File: config.mk
export PLATFORM = sky130hd
export DESIGN_NAME = galvani_frame_parser
export DESIGN_NICKNAME = d
export VERILOG_FILES = /design/src/rtl/galvani_frame_parser.sv
export SDC_FILE = /design/constraint.sdc
export NUM_CORES = 1
export LEC_CHECK = 0
export CORE_MARGIN = 2
export CORE_UTILIZATION = 48
export CTS_BUF_LIST = sky130_fd_sc_hd__clkbuf_4 sky130_fd_sc_hd__clkbuf_8 sky130_fd_sc_hd__clkbuf_16
export DETAILED_ROUTE_END_ITERATION = 8
export PLACE_DENSITY = 0.72
export SETUP_SLACK_MARGIN = 0.1
export SLEW_MARGIN = 20
export SYNTH_ARGS = -nofsm -noshare
export SYNTH_HDL_FRONTEND = slang
export SYNTH_SLANG_ARGS = --single-unit
File: constraint.sdc
create_clock -name CLK -period 4.9 [get_ports CLK]
set_input_delay 0.98 -clock CLK [delete_from_list [all_inputs] [get_ports CLK]]
set_output_delay 0.98 -clock CLK [all_outputs]
set_load 0.005 [all_outputs]
File: src/rtl/galvani_frame_parser.sv
// Sync-hunting byte parser feeding the 4-lane SPI stimulator master.
// Optional trailing XOR checksum byte is enabled by defining GALVANI_FRAME_CHECKSUM_EN.
module galvani_frame_parser #(
  parameter int unsigned WORD_BYTES = 2,
  parameter logic [7:0]  SYNC_BYTE  = 8'hAA,
  parameter int unsigned ERR_W      = 8
) (
  input  logic                     CLK,
  input  logic                     RST,
  input  logic [7:0]               IN_DATA,
  input  logic                     IN_VALID,
  output logic                     IN_READY,
  output logic [1:0]               OUT_CMD,
  output logic [3:0]               OUT_MASK,
  output logic [32*WORD_BYTES-1:0] OUT_DATA,
  output logic                     OUT_VALID,
  input  logic                     OUT_READY,
  output logic [ERR_W-1:0]         ERR_CNT,
  output logic                     ERR_PULSE
);
  localparam int unsigned WORD_W = 8 * WORD_BYTES;
  localparam int unsigned DATA_W = 4 * WORD_W;
  localparam int unsigned OFF_W  = $clog2(DATA_W);
  localparam int unsigned BIDX_W = (WORD_BYTES > 1) ? $clog2(WORD_BYTES) : 1;
  localparam logic [BIDX_W-1:0] BIDX_LAST = BIDX_W'(WORD_BYTES - 1);

  typedef enum logic [2:0] {
    S_HUNT = 3'd0,
    S_HDR  = 3'd1,
    S_PAY  = 3'd2,
`ifdef GALVANI_FRAME_CHECKSUM_EN
    S_CHK  = 3'd3,
`endif
    S_HOLD = 3'd4
  } state_t;

`ifdef GALVANI_FRAME_CHECKSUM_EN
  function automatic logic [7:0] xor_fold(input logic [7:0] acc, input logic [7:0] b);
    return acc ^ b;
  endfunction
  logic [7:0] chk_q, chk_d;
`endif

  state_t              state_q, state_d;
  logic                in_ready_q, in_ready_d;
  logic                out_valid_q, out_valid_d;
  logic [1:0]          out_cmd_q, out_cmd_d;
  logic [3:0]          out_mask_q, out_mask_d;
  logic [DATA_W-1:0]   out_data_q, out_data_d;
  logic [ERR_W-1:0]    err_cnt_q, err_cnt_d;
  logic                err_pulse_q, err_pulse_d;
  logic [3:0]          cmd_q, cmd_d;
  logic [3:0]          mask_q, mask_d;
  logic [1:0]          lane_q, lane_d;
  logic [BIDX_W-1:0]   bidx_q, bidx_d;
  logic [DATA_W-1:0]   stage_q, stage_d;
  logic                accept_s, done_s, drop_s, pay_last_s;
  logic [OFF_W-1:0]    off_s;

  // Next-state, staging and output computation for the frame FSM.
  always_comb begin
    state_d     = state_q;
    out_cmd_d   = out_cmd_q;
    out_mask_d  = out_mask_q;
    out_data_d  = out_data_q;
    err_cnt_d   = err_cnt_q;
    err_pulse_d = 1'b0;
    cmd_d       = cmd_q;
    mask_d      = mask_q;
    lane_d      = lane_q;
    bidx_d      = bidx_q;
    stage_d     = stage_q;
`ifdef GALVANI_FRAME_CHECKSUM_EN
    chk_d       = chk_q;
`endif
    done_s      = 1'b0;
    drop_s      = 1'b0;
    accept_s    = IN_VALID & in_ready_q;
    pay_last_s  = (lane_q == 2'd3) && (bidx_q == BIDX_LAST);
    off_s       = OFF_W'(32'(lane_q) * WORD_W + (WORD_BYTES - 32'd1 - 32'(bidx_q)) * 32'd8);

    case (state_q)
      S_HUNT: begin
        if (accept_s && (IN_DATA == SYNC_BYTE)) state_d = S_HDR;
        else state_d = S_HUNT;
      end
      S_HDR: begin
        if (accept_s) begin
          cmd_d  = IN_DATA[7:4];
          mask_d = IN_DATA[3:0];
          lane_d = 2'd0;
          bidx_d = {BIDX_W{1'b0}};
`ifdef GALVANI_FRAME_CHECKSUM_EN
          chk_d  = IN_DATA;
`endif
          case (IN_DATA[7:4])
            4'd1:       state_d = S_PAY;
`ifdef GALVANI_FRAME_CHECKSUM_EN
            4'd2, 4'd3: state_d = S_CHK;
`else
            4'd2, 4'd3: done_s = 1'b1;
`endif
            default:    drop_s = 1'b1;
          endcase
        end else begin
          state_d = S_HDR;
        end
      end
      S_PAY: begin
        if (accept_s) begin
          stage_d[off_s +: 8] = IN_DATA;
`ifdef GALVANI_FRAME_CHECKSUM_EN
          chk_d = xor_fold(chk_q, IN_DATA);
`endif
          if (pay_last_s) begin
`ifdef GALVANI_FRAME_CHECKSUM_EN
            state_d = S_CHK;
`else
            if (mask_q == 4'h0) drop_s = 1'b1;
            else done_s = 1'b1;
`endif
          end else if (bidx_q == BIDX_LAST) begin
            bidx_d = {BIDX_W{1'b0}};
            lane_d = lane_q + 2'd1;
          end else begin
            bidx_d = bidx_q + BIDX_W'(1);
          end
        end else begin
          state_d = S_PAY;
        end
      end
`ifdef GALVANI_FRAME_CHECKSUM_EN
      S_CHK: begin
        // A maskless WRITE is consumed in full, then rejected like a bad checksum.
        if (accept_s) begin
          if ((IN_DATA == chk_q) && !((cmd_q == 4'd1) && (mask_q == 4'h0))) done_s = 1'b1;
          else drop_s = 1'b1;
        end else begin
          state_d = S_CHK;
        end
      end
`endif
      S_HOLD: begin
        if (OUT_READY) state_d = S_HUNT;
        else state_d = S_HOLD;
      end
      default: state_d = S_HUNT;
    endcase

    if (done_s) begin
      state_d    = S_HOLD;
      out_cmd_d  = cmd_d[1:0];
      out_mask_d = mask_d;
      if (cmd_d == 4'd1) out_data_d = stage_d;
      else out_data_d = out_data_q;
    end else if (drop_s) begin
      state_d     = S_HUNT;
      err_pulse_d = 1'b1;
      if (err_cnt_q != {ERR_W{1'b1}}) err_cnt_d = err_cnt_q + ERR_W'(1);
      else err_cnt_d = err_cnt_q;
    end else begin
      err_pulse_d = 1'b0;
    end

    in_ready_d  = (state_d != S_HOLD);
    out_valid_d = (state_d == S_HOLD);
  end

  // Register all state and outputs; RST discards any partial or held frame.
  always_ff @(posedge CLK) begin
    if (RST) begin
      state_q     <= S_HUNT;
      in_ready_q  <= 1'b0;
      out_valid_q <= 1'b0;
      out_cmd_q   <= 2'd0;
      out_mask_q  <= 4'h0;
      out_data_q  <= {DATA_W{1'b0}};
      err_cnt_q   <= {ERR_W{1'b0}};
      err_pulse_q <= 1'b0;
      cmd_q       <= 4'h0;
      mask_q      <= 4'h0;
      lane_q      <= 2'd0;
      bidx_q      <= {BIDX_W{1'b0}};
      stage_q     <= {DATA_W{1'b0}};
`ifdef GALVANI_FRAME_CHECKSUM_EN
      chk_q       <= 8'h00;
`endif
    end else begin
      state_q     <= state_d;
      in_ready_q  <= in_ready_d;
      out_valid_q <= out_valid_d;
      out_cmd_q   <= out_cmd_d;
      out_mask_q  <= out_mask_d;
      out_data_q  <= out_data_d;
      err_cnt_q   <= err_cnt_d;
      err_pulse_q <= err_pulse_d;
      cmd_q       <= cmd_d;
      mask_q      <= mask_d;
      lane_q      <= lane_d;
      bidx_q      <= bidx_d;
      stage_q     <= stage_d;
`ifdef GALVANI_FRAME_CHECKSUM_EN
      chk_q       <= chk_d;
`endif
    end
  end

  assign IN_READY  = in_ready_q;
  assign OUT_VALID = out_valid_q;
  assign OUT_CMD   = out_cmd_q;
  assign OUT_MASK  = out_mask_q;
  assign OUT_DATA  = out_data_q;
  assign ERR_CNT   = err_cnt_q;
  assign ERR_PULSE = err_pulse_q;
endmodule

# Word level (Yosys, flattened, before mapping)
# Index checks and enable logic that the tools add are counted.
[classes] n_addsub=6 n_eq_ne=16 shift=2 n_mux=38 bitwise_logic=2 n_reduce_logical=12
[ops] cell="$mux W64" count=2
[ops] cell="$bwmux W64" count=1
[ops] cell="$shift A8 B8 Y64 const A" count=1
[ops] cell="$shiftx A8 B8 Y64" count=1
[ops] cell="$mux W3" count=6
[ops] cell="$mux W1" count=16
[ops] cell="$mux W4" count=4
[ops] cell="$pmux W3 S4" count=1
[ops] cell="$add A8 B1 Y8 const B" count=1
[ops] cell="$eq A4 B1 Y1 const B" count=2
[ops] cell="$eq A4 B2 Y1 const B" count=2
[ops] cell="$eq A8 B8 Y1 const B" count=1
[ops] cell="$mux W2" count=4
[ops] cell="$ne A2 B2 Y1 const B" count=4
[ops] cell="$ne A8 B8 Y1 const B" count=1
[ops] cell="$neg A6 Y8" count=1
[ops] cell="$add A6 B5 Y6" count=1
[ops] cell="$eq A3 B3 Y1 const B" count=2
[ops] cell="$pmux W1 S2" count=3
[ops] cell="$reduce_and A5 Y1" count=1
[ops] cell="$logic_not A4 Y1" count=1
[ops] cell="$pmux W2 S2" count=1
[ops] cell="$reduce_and A4 Y1" count=1
[ops] cell="$reduce_or A2 Y1" count=2
[ops] cell="15 further kinds" count=16
[totals] regBits=159 output_inout_bits=81

# Longest topological paths before layout
# Gate-level depths: netlist (run 1).
[logic_depth] word_depth=8 ltp_mapped=10 depth_no_buf=8

# Least setup slack after synthesis (run 1)
# No wires, ideal clock.
[synth_path] kind="input to register" startpoint="in IN_DATA[6]" endpoint="reg out_data_q[46], in the netlist OUT_DATA[46]" t_arrival_ps=2373 path_slack_ps=2440 path_stages=7 path_cell_list="nor4b_2 > nand4_1 > a2111oi_4 > buf_4 > buf_2 > nor2_1 > a211oi_1"
[synth_via] elab_chain_cells=6
[synth_rtl] element="start: declaration" line="10" text="input logic [7:0] IN_DATA,"
[synth_rtl] element="$eq A4 B2 Y1" line="96" text="case (IN_DATA[7:4])"
[synth_rtl] element="$reduce_or A2 Y1" line="96"
[synth_rtl] element="$mux W1" line="96"
[synth_rtl] element="$mux W1" line="88" text="if (accept_s) begin"
[synth_rtl] element="$pmux W1 S2" line="82" text="case (state_q)"
[synth_rtl] element="$reduce_and A2 Y1 (no line)"
[synth_rtl] element="end signal: assignment" line="177" text="out_data_q <= {DATA_W{1'b0}};"
[synth_rtl] element="end signal: assignment" line="194" text="out_data_q <= out_data_d;"
[synth_rtl] element="end: declaration" line="49" text="logic [DATA_W-1:0] out_data_q, out_data_d;"
# Several ways; a longest one is shown, not always the timed one.
# A chain may end at the register's enable or synchronous reset.

# Final worst setup path (run 1)
[layout_path] startpoint="in IN_DATA[4]" endpoint="reg out_data_q[36], in the netlist OUT_DATA[36]"
# Same word-level chain as after synthesis.

==> impl_metrics.tcl, run 1 <==
set metrics [dict create \
    drtPass1Iterations 4 \
    grt_use_total 0.220 \
    fin_util 0.606 \
    drt_iter0_drc 320 \
    synth_fp_nets 656 \
    tightest_slew_ps 993 \
    gp_congestion 0.950 \
    finalSetupViolations 0 \
    fp.dieArea_sq_mm 0.0135 \
    fin_crit_sh 0.691 \
    critical_path_class "in2reg" \
    gr-total-overflow 0 \
    drc 0 \
    clk_pin_slew_worst_paths_ps 60 \
    die_y_um 116 \
    root_buffer "clkbuf_16" \
    startpoint "IN_DATA[4]" \
    clock_sinks 159 \
    dp_hpwl_mm 9.29 \
    path_cells "clkdlybuf4s50_1 -> nor4b_2 -> nand4_1 -> a2111oi_4 -> buf_12 -> nor2_1 -> a211oi_1" \
    setup_tns_ps 0 \
    reg2reg_to "OUT_DATA[45]$_SDFFE_PP0P_" \
    status "finished clean" \
    synth_area_sq_mm 0.00605 \
    crit_path_top_delay_cell "clkdlybuf4s50_1" \
    power_density_mw_per_mm2 339 \
    synth_edf_count 0 \
    cts_hold_repair.buffers 0 \
    critPathRequiredTime_ps 5220 \
    num_vias 4867 \
    wl_per_cell_um 16.2 \
    maxCapViolations 0 \
    hold_viol_final 0 \
    timing.rr.start "bidx_q$_SDFFE_PP0P_" \
    async_flop_share 0 \
    p_leak_nw 2.77 \
    fin_worst_skew_ps 8.92 \
    htreeDepth 4 \
    r2r_setup_slack_ps 2130 \
    clock_latency_ps 420 \
    ys_warn_count 0 \
    totalPowerFinal_mw 2.56 \
    cts_tree "yes" \
    ant_nets 0 \
    grt_pass1_wl_mm 23.0 \
    num_io_pins 93 \
    rsz0062_at_grt "no" \
    cts_buffers 17 \
    start_util 0.485 \
    syn2layout_area_growth_pct 25.0 \
    start_kind "input port" \
    design_area_sq_mm 0.00756 \
    syn_inst 636 \
    slew_headroom 0.332 \
    max_stage_delay_ps 930 \
    antenna_found_initial 0 \
    ys.flop_type "dfxtp_1" \
    post-cts-setup-buffers 0 \
    nets 723 \
    clk_path_buf_depth 2 \
    cp_max_fo 91 \
    drt_wl_total_mm 14.4 \
    die_x_um 116 \
    grt_max_degree 92 \
    coreArea_sq_mm 0.0125 \
    drv_slew 0 \
    endpoint "OUT_DATA[36]$_SDFFE_PP0P_" \
    place.port_buffers 92 \
    end_kind "flip-flop" \
    grt_pass1_vias 4650 \
    ff2ff_path_depth 7 \
    syn_area_per_cell_sq_um 9.51 \
    diodes 0 \
    clock.fmax_mhz 295 \
    vdd_drop_max_v 0.000198 \
    synth_cell_types 47 \
    avgViaCountPerCell 5.48 \
    drive_above_1_share 0.0782 \
    yosys_register_bits 159 \
    arrival_ps 3710 \
    whs_ps 471 \
    cts_resized 0 \
    ys_seq_area_frac 0.526 \
    layout_min_cycle_time_ps 3390 \
    dpl_cell_area_sq_mm 0.00700 \
    hp-class "reg2reg" \
    core.rowCount 41 \
]
==> Yosys cell counts (2+ instances only) <==
cell,number,share of area
o211ai_1,2,0.0025
or2_2,2,0.0021
and2_1,2,0.0021
nor4_1,3,0.0031
nand3b_1,3,0.0037
nand4b_1,2,0.0029
nand2_1,20,0.012
mux2i_1,27,0.045
inv_1,7,0.0043
dfxtp_1,159,0.53
a211oi_1,54,0.067
xor2_1,2,0.0029
a211oi_2,7,0.014
nor3_1,9,0.0074
a22oi_1,39,0.048
or3_1,8,0.0083
and4_1,3,0.0043
clkbuf_1,27,0.017
a32oi_1,4,0.0058
buf_2,17,0.014
o21ai_0,8,0.0066
nand3_1,7,0.0058
nor2_1,149,0.092
nor4b_1,3,0.0043
buf_4,6,0.0074
nand4_1,4,0.0041
ha_1,8,0.017
a21o_1,8,0.0099
a31oi_1,2,0.0021
nand2b_1,2,0.0021
nor3b_1,9,0.011
and3b_1,3,0.0043
a21oi_1,16,0.013
==> sequential cells by signal, indices dropped and copies added (netlist names) <==
signal,count
ERR_CNT,8
OUT_MASK,4
stage_q,64
cmd_q,4
ERR_PULSE,1
mask_q,4
bidx_q,1
OUT_VALID,1
OUT_CMD,2
OUT_DATA,64
lane_q,2
IN_READY,1
state_q,3
==> cell type report <==
class                      count  area, sq um
clock inverter                 8         57.6
multi-input combinational    419         2600
timing repair buffer          99          983
tap                          172          215
sequential                   159         3180
inverter                       7         26.3
fill                        1066         4910
clock buffer                  24          497
==> per-stage QoR <==
| stage | cells | setup WS (ps) |
|---|---|---|
| 2_1_floorplan | 636 | 2440 |
| 3_3_place_gp | 856 | 1270 |
| 3_5_place_dp | 856 | 1150 |
| 4_1_cts | 888 | 1510 |
| 5_1_grt | 888 | 1370 |
| 6_report | 888 | 1510 |
==> cell families (layout without fill, tap and decap cells) <==
family / count (synthesis) / in the layout / synth area share
AO/OA/AOI/OAI: 142 / 142 / 0.176
buffers and inverters: 58 / 138 / 0.0445
flip-flops: 159 / 159 / 0.526
multiplexers: 27 / 27 / 0.0447
adder cells (fa/ha/maj): 9 / 9 / 0.0182
XOR/XNOR: 2 / 2 / 0.00290
AND/OR/NAND/NOR: 239 / 239 / 0.187
==> cells in the final DEF, fill, tap and decap left out, drive strengths merged, types with 9 or more instances in the layout <==
master and n:
clkdlybuf4s50 91, dfxtp 159, mux2i 27, a211oi 61
nor2 149, a21oi 16, a22oi 39, clkbuf 24
nand2 20, nor3 10, nor3b 9
==> critical path, delay by kind of cell <==
family	cells	cell delay, ps
compound gates	2	680
buf+inv	2	1300
simple gates	3	710
==> layer usage <==
metal  global-route usage  vias up  wire length [um]
li1                     -     2399                 -
met4               0.0714        0                76
met1                0.288     2343              6390
met2                0.358      119              7040
met5                    0        -                 0
met3               0.0524        6               864
==> how the worst min path moves through the flow <==
stage | depth (start not counted) | to | from | slack (ps)
2_1_floorplan | 2 | stage_q[57]$_SDFF_PP0_ | stage_q[57]$_SDFF_PP0_ | 430
3_3_place_gp | 2 | stage_q[57]$_SDFF_PP0_ | stage_q[57]$_SDFF_PP0_ | 440
3_5_place_dp | 2 | stage_q[57]$_SDFF_PP0_ | stage_q[57]$_SDFF_PP0_ | 460
6_report | 2 | stage_q[57]$_SDFF_PP0_ | stage_q[57]$_SDFF_PP0_ | 470
4_1_cts | 2 | stage_q[57]$_SDFF_PP0_ | stage_q[57]$_SDFF_PP0_ | 470
5_1_grt | 2 | stage_q[57]$_SDFF_PP0_ | stage_q[57]$_SDFF_PP0_ | 480
==> power by group <==
| group | switching [mW] | internal [mW] |
|---|---|---|
| Combinational | 0.0433 | 0.0148 |
| Clock | 0.497 | 0.710 |
| Sequential | 0.000642 | 1.29 |
Power figures use the tool's default switching activity.
==> inputs of run 2 (changes only) <==
clock period = 3.5 ns   (was 4.9 ns; I/O delays follow)
==> impl_metrics.tcl, run 2 (synthesis gave the netlist of run 1 again) <==
set metrics [dict create \
    gr-total-overflow 0 \
    drive_above_1_share 0.0846 \
    vdd_drop_max_v 0.000278 \
    cts_tree "yes" \
    fin_crit_sh 0.770 \
    die_y_um 116 \
    r2r_setup_slack_ps 800 \
    diodes 0 \
    nets 729 \
    die_x_um 116 \
    setup_tns_ps 0 \
    layout_min_cycle_time_ps 2700 \
    root_buffer "clkbuf_16" \
    clock.fmax_mhz 371 \
    arrival_ps 2990 \
    hp-class "reg2reg" \
    cts_hold_repair.buffers 0 \
    cp_max_fo 10 \
    start_util 0.485 \
    slew_headroom 0.505 \
    reg2reg_to "OUT_DATA[39]$_SDFFE_PP0P_" \
    power_density_mw_per_mm2 475 \
    fp.dieArea_sq_mm 0.0135 \
    clock_sinks 159 \
    dp_slack_ps 441 \
    drt_iter0_drc 382 \
    core.rowCount 41 \
    tightest_slew_ps 739 \
    drv_slew 0 \
    ant_nets 0 \
    num_vias 4850 \
    finalSetupViolations 0 \
    start_kind "flip-flop" \
    coreArea_sq_mm 0.0125 \
    end_kind "flip-flop" \
    grt_pass1_vias 4564 \
    wl_per_cell_um 15.8 \
    drt_wl_total_mm 14.1 \
    clk_pin_slew_worst_paths_ps 60 \
    drtPass1Iterations 5 \
    ff2ff_path_depth 7 \
    syn2layout_area_growth_pct 25.7 \
    clock_latency_ps 430 \
    dp.cells 862 \
    grt_max_degree 87 \
    maxCapViolations 0 \
    timing.rr.start "lane_q[0]$_SDFFE_PP0P_" \
    rsz0062_at_grt "no" \
    mostFrequentLayoutCells "dfxtp_1, nor2_1, clkdlybuf4s50_1" \
    critical_path_class "reg2reg" \
    totalPowerFinal_mw 3.61 \
    post-cts-setup-buffers 0 \
    layout_setup_ws_ps 804 \
    final_common_cell "dfxtp_1" \
    avgViaCountPerCell 5.43 \
    place.port_buffers 92 \
    hold_viol_final 0 \
    hold_depth 2 \
    cts_buffers 17 \
    antenna_found_initial 0 \
    status "finished clean" \
    critPathRequiredTime_ps 3790 \
    fin_worst_skew_ps 5.81 \
    num_io_pins 93 \
    layout.cells.non_filler 893 \
    clk_path_buf_depth 2 \
    htreeDepth 4 \
    p_leak_nw 2.81 \
    grt_use_total 0.219 \
    hold_path.startpoint "stage_q[57]$_SDFF_PP0_" \
    grt_pass1_wl_mm 22.7 \
    gp_congestion 0.928 \
    drc 0 \
    min_delay_worst_endpoint "stage_q[57]$_SDFF_PP0_" \
    dp_hpwl_mm 9.31 \
    cts_resized 0 \
    fin_util 0.610 \
]
run 2: stage by stage:
stage	hold slack [ps]	area, sq um
floorplan	432	6050
global placement	440	7050
detailed placement	453	7050
CTS	462	7600
global route	492	7600
finish	460	7600
run 2: area by class of cell:
class	instances	area, sq um
Tap cell	172	215
Sequential cell	159	3180
Multi-Input combinational cell	419	2600
Clock inverter	11	90.1
Fill cell	1057	4870
Timing Repair Buffer	105	1030
Clock buffer	20	460
Inverter	7	26.3
run 2: critical path, cell delays in order (launching register included):
cell,delay (ps)
dfxtp_1,430
inv_1,110
ha_1,220
ha_1,490
nand4b_1,240
or3_1,630
mux2i_1,320
a211oi_1,110
run 2: worst max path at each step:
stage,startpoint,end,slack (ps),cells after the start
after floorplan,lane_q[0]$_SDFFE_PP0P_,OUT_DATA[36]$_SDFFE_PP0P_,1170,9
after global placement,IN_DATA[6],OUT_DATA[28]$_SDFFE_PP0P_,550,7
after detailed placement,IN_DATA[6],OUT_DATA[13]$_SDFFE_PP0P_,440,7
after CTS,lane_q[0]$_SDFFE_PP0P_,OUT_DATA[39]$_SDFFE_PP0P_,850,7
after global routing,lane_q[0]$_SDFFE_PP0P_,OUT_DATA[37]$_SDFFE_PP0P_,660,7
final,lane_q[0]$_SDFFE_PP0P_,OUT_DATA[39]$_SDFFE_PP0P_,800,7
run 2: power breakdown:
group,switching (mW),total [mW],internal [mW],leakage [nW]
Clock,0.703,1.72,1.01,0.279
Combinational,0.0612,0.0849,0.0237,1.25
Sequential,0.000950,1.81,1.81,1.28
run 2: metal layers:
metal / vias up / share of wire / global-route usage
met2: 118 / 0.48 / 0.348
li1: 2408 / - / -
met3: 25 / 0.050 / 0.0612
met5: - / 0 / 0
met4: 0 / 0.017 / 0.0857
met1: 2299 / 0.46 / 0.285
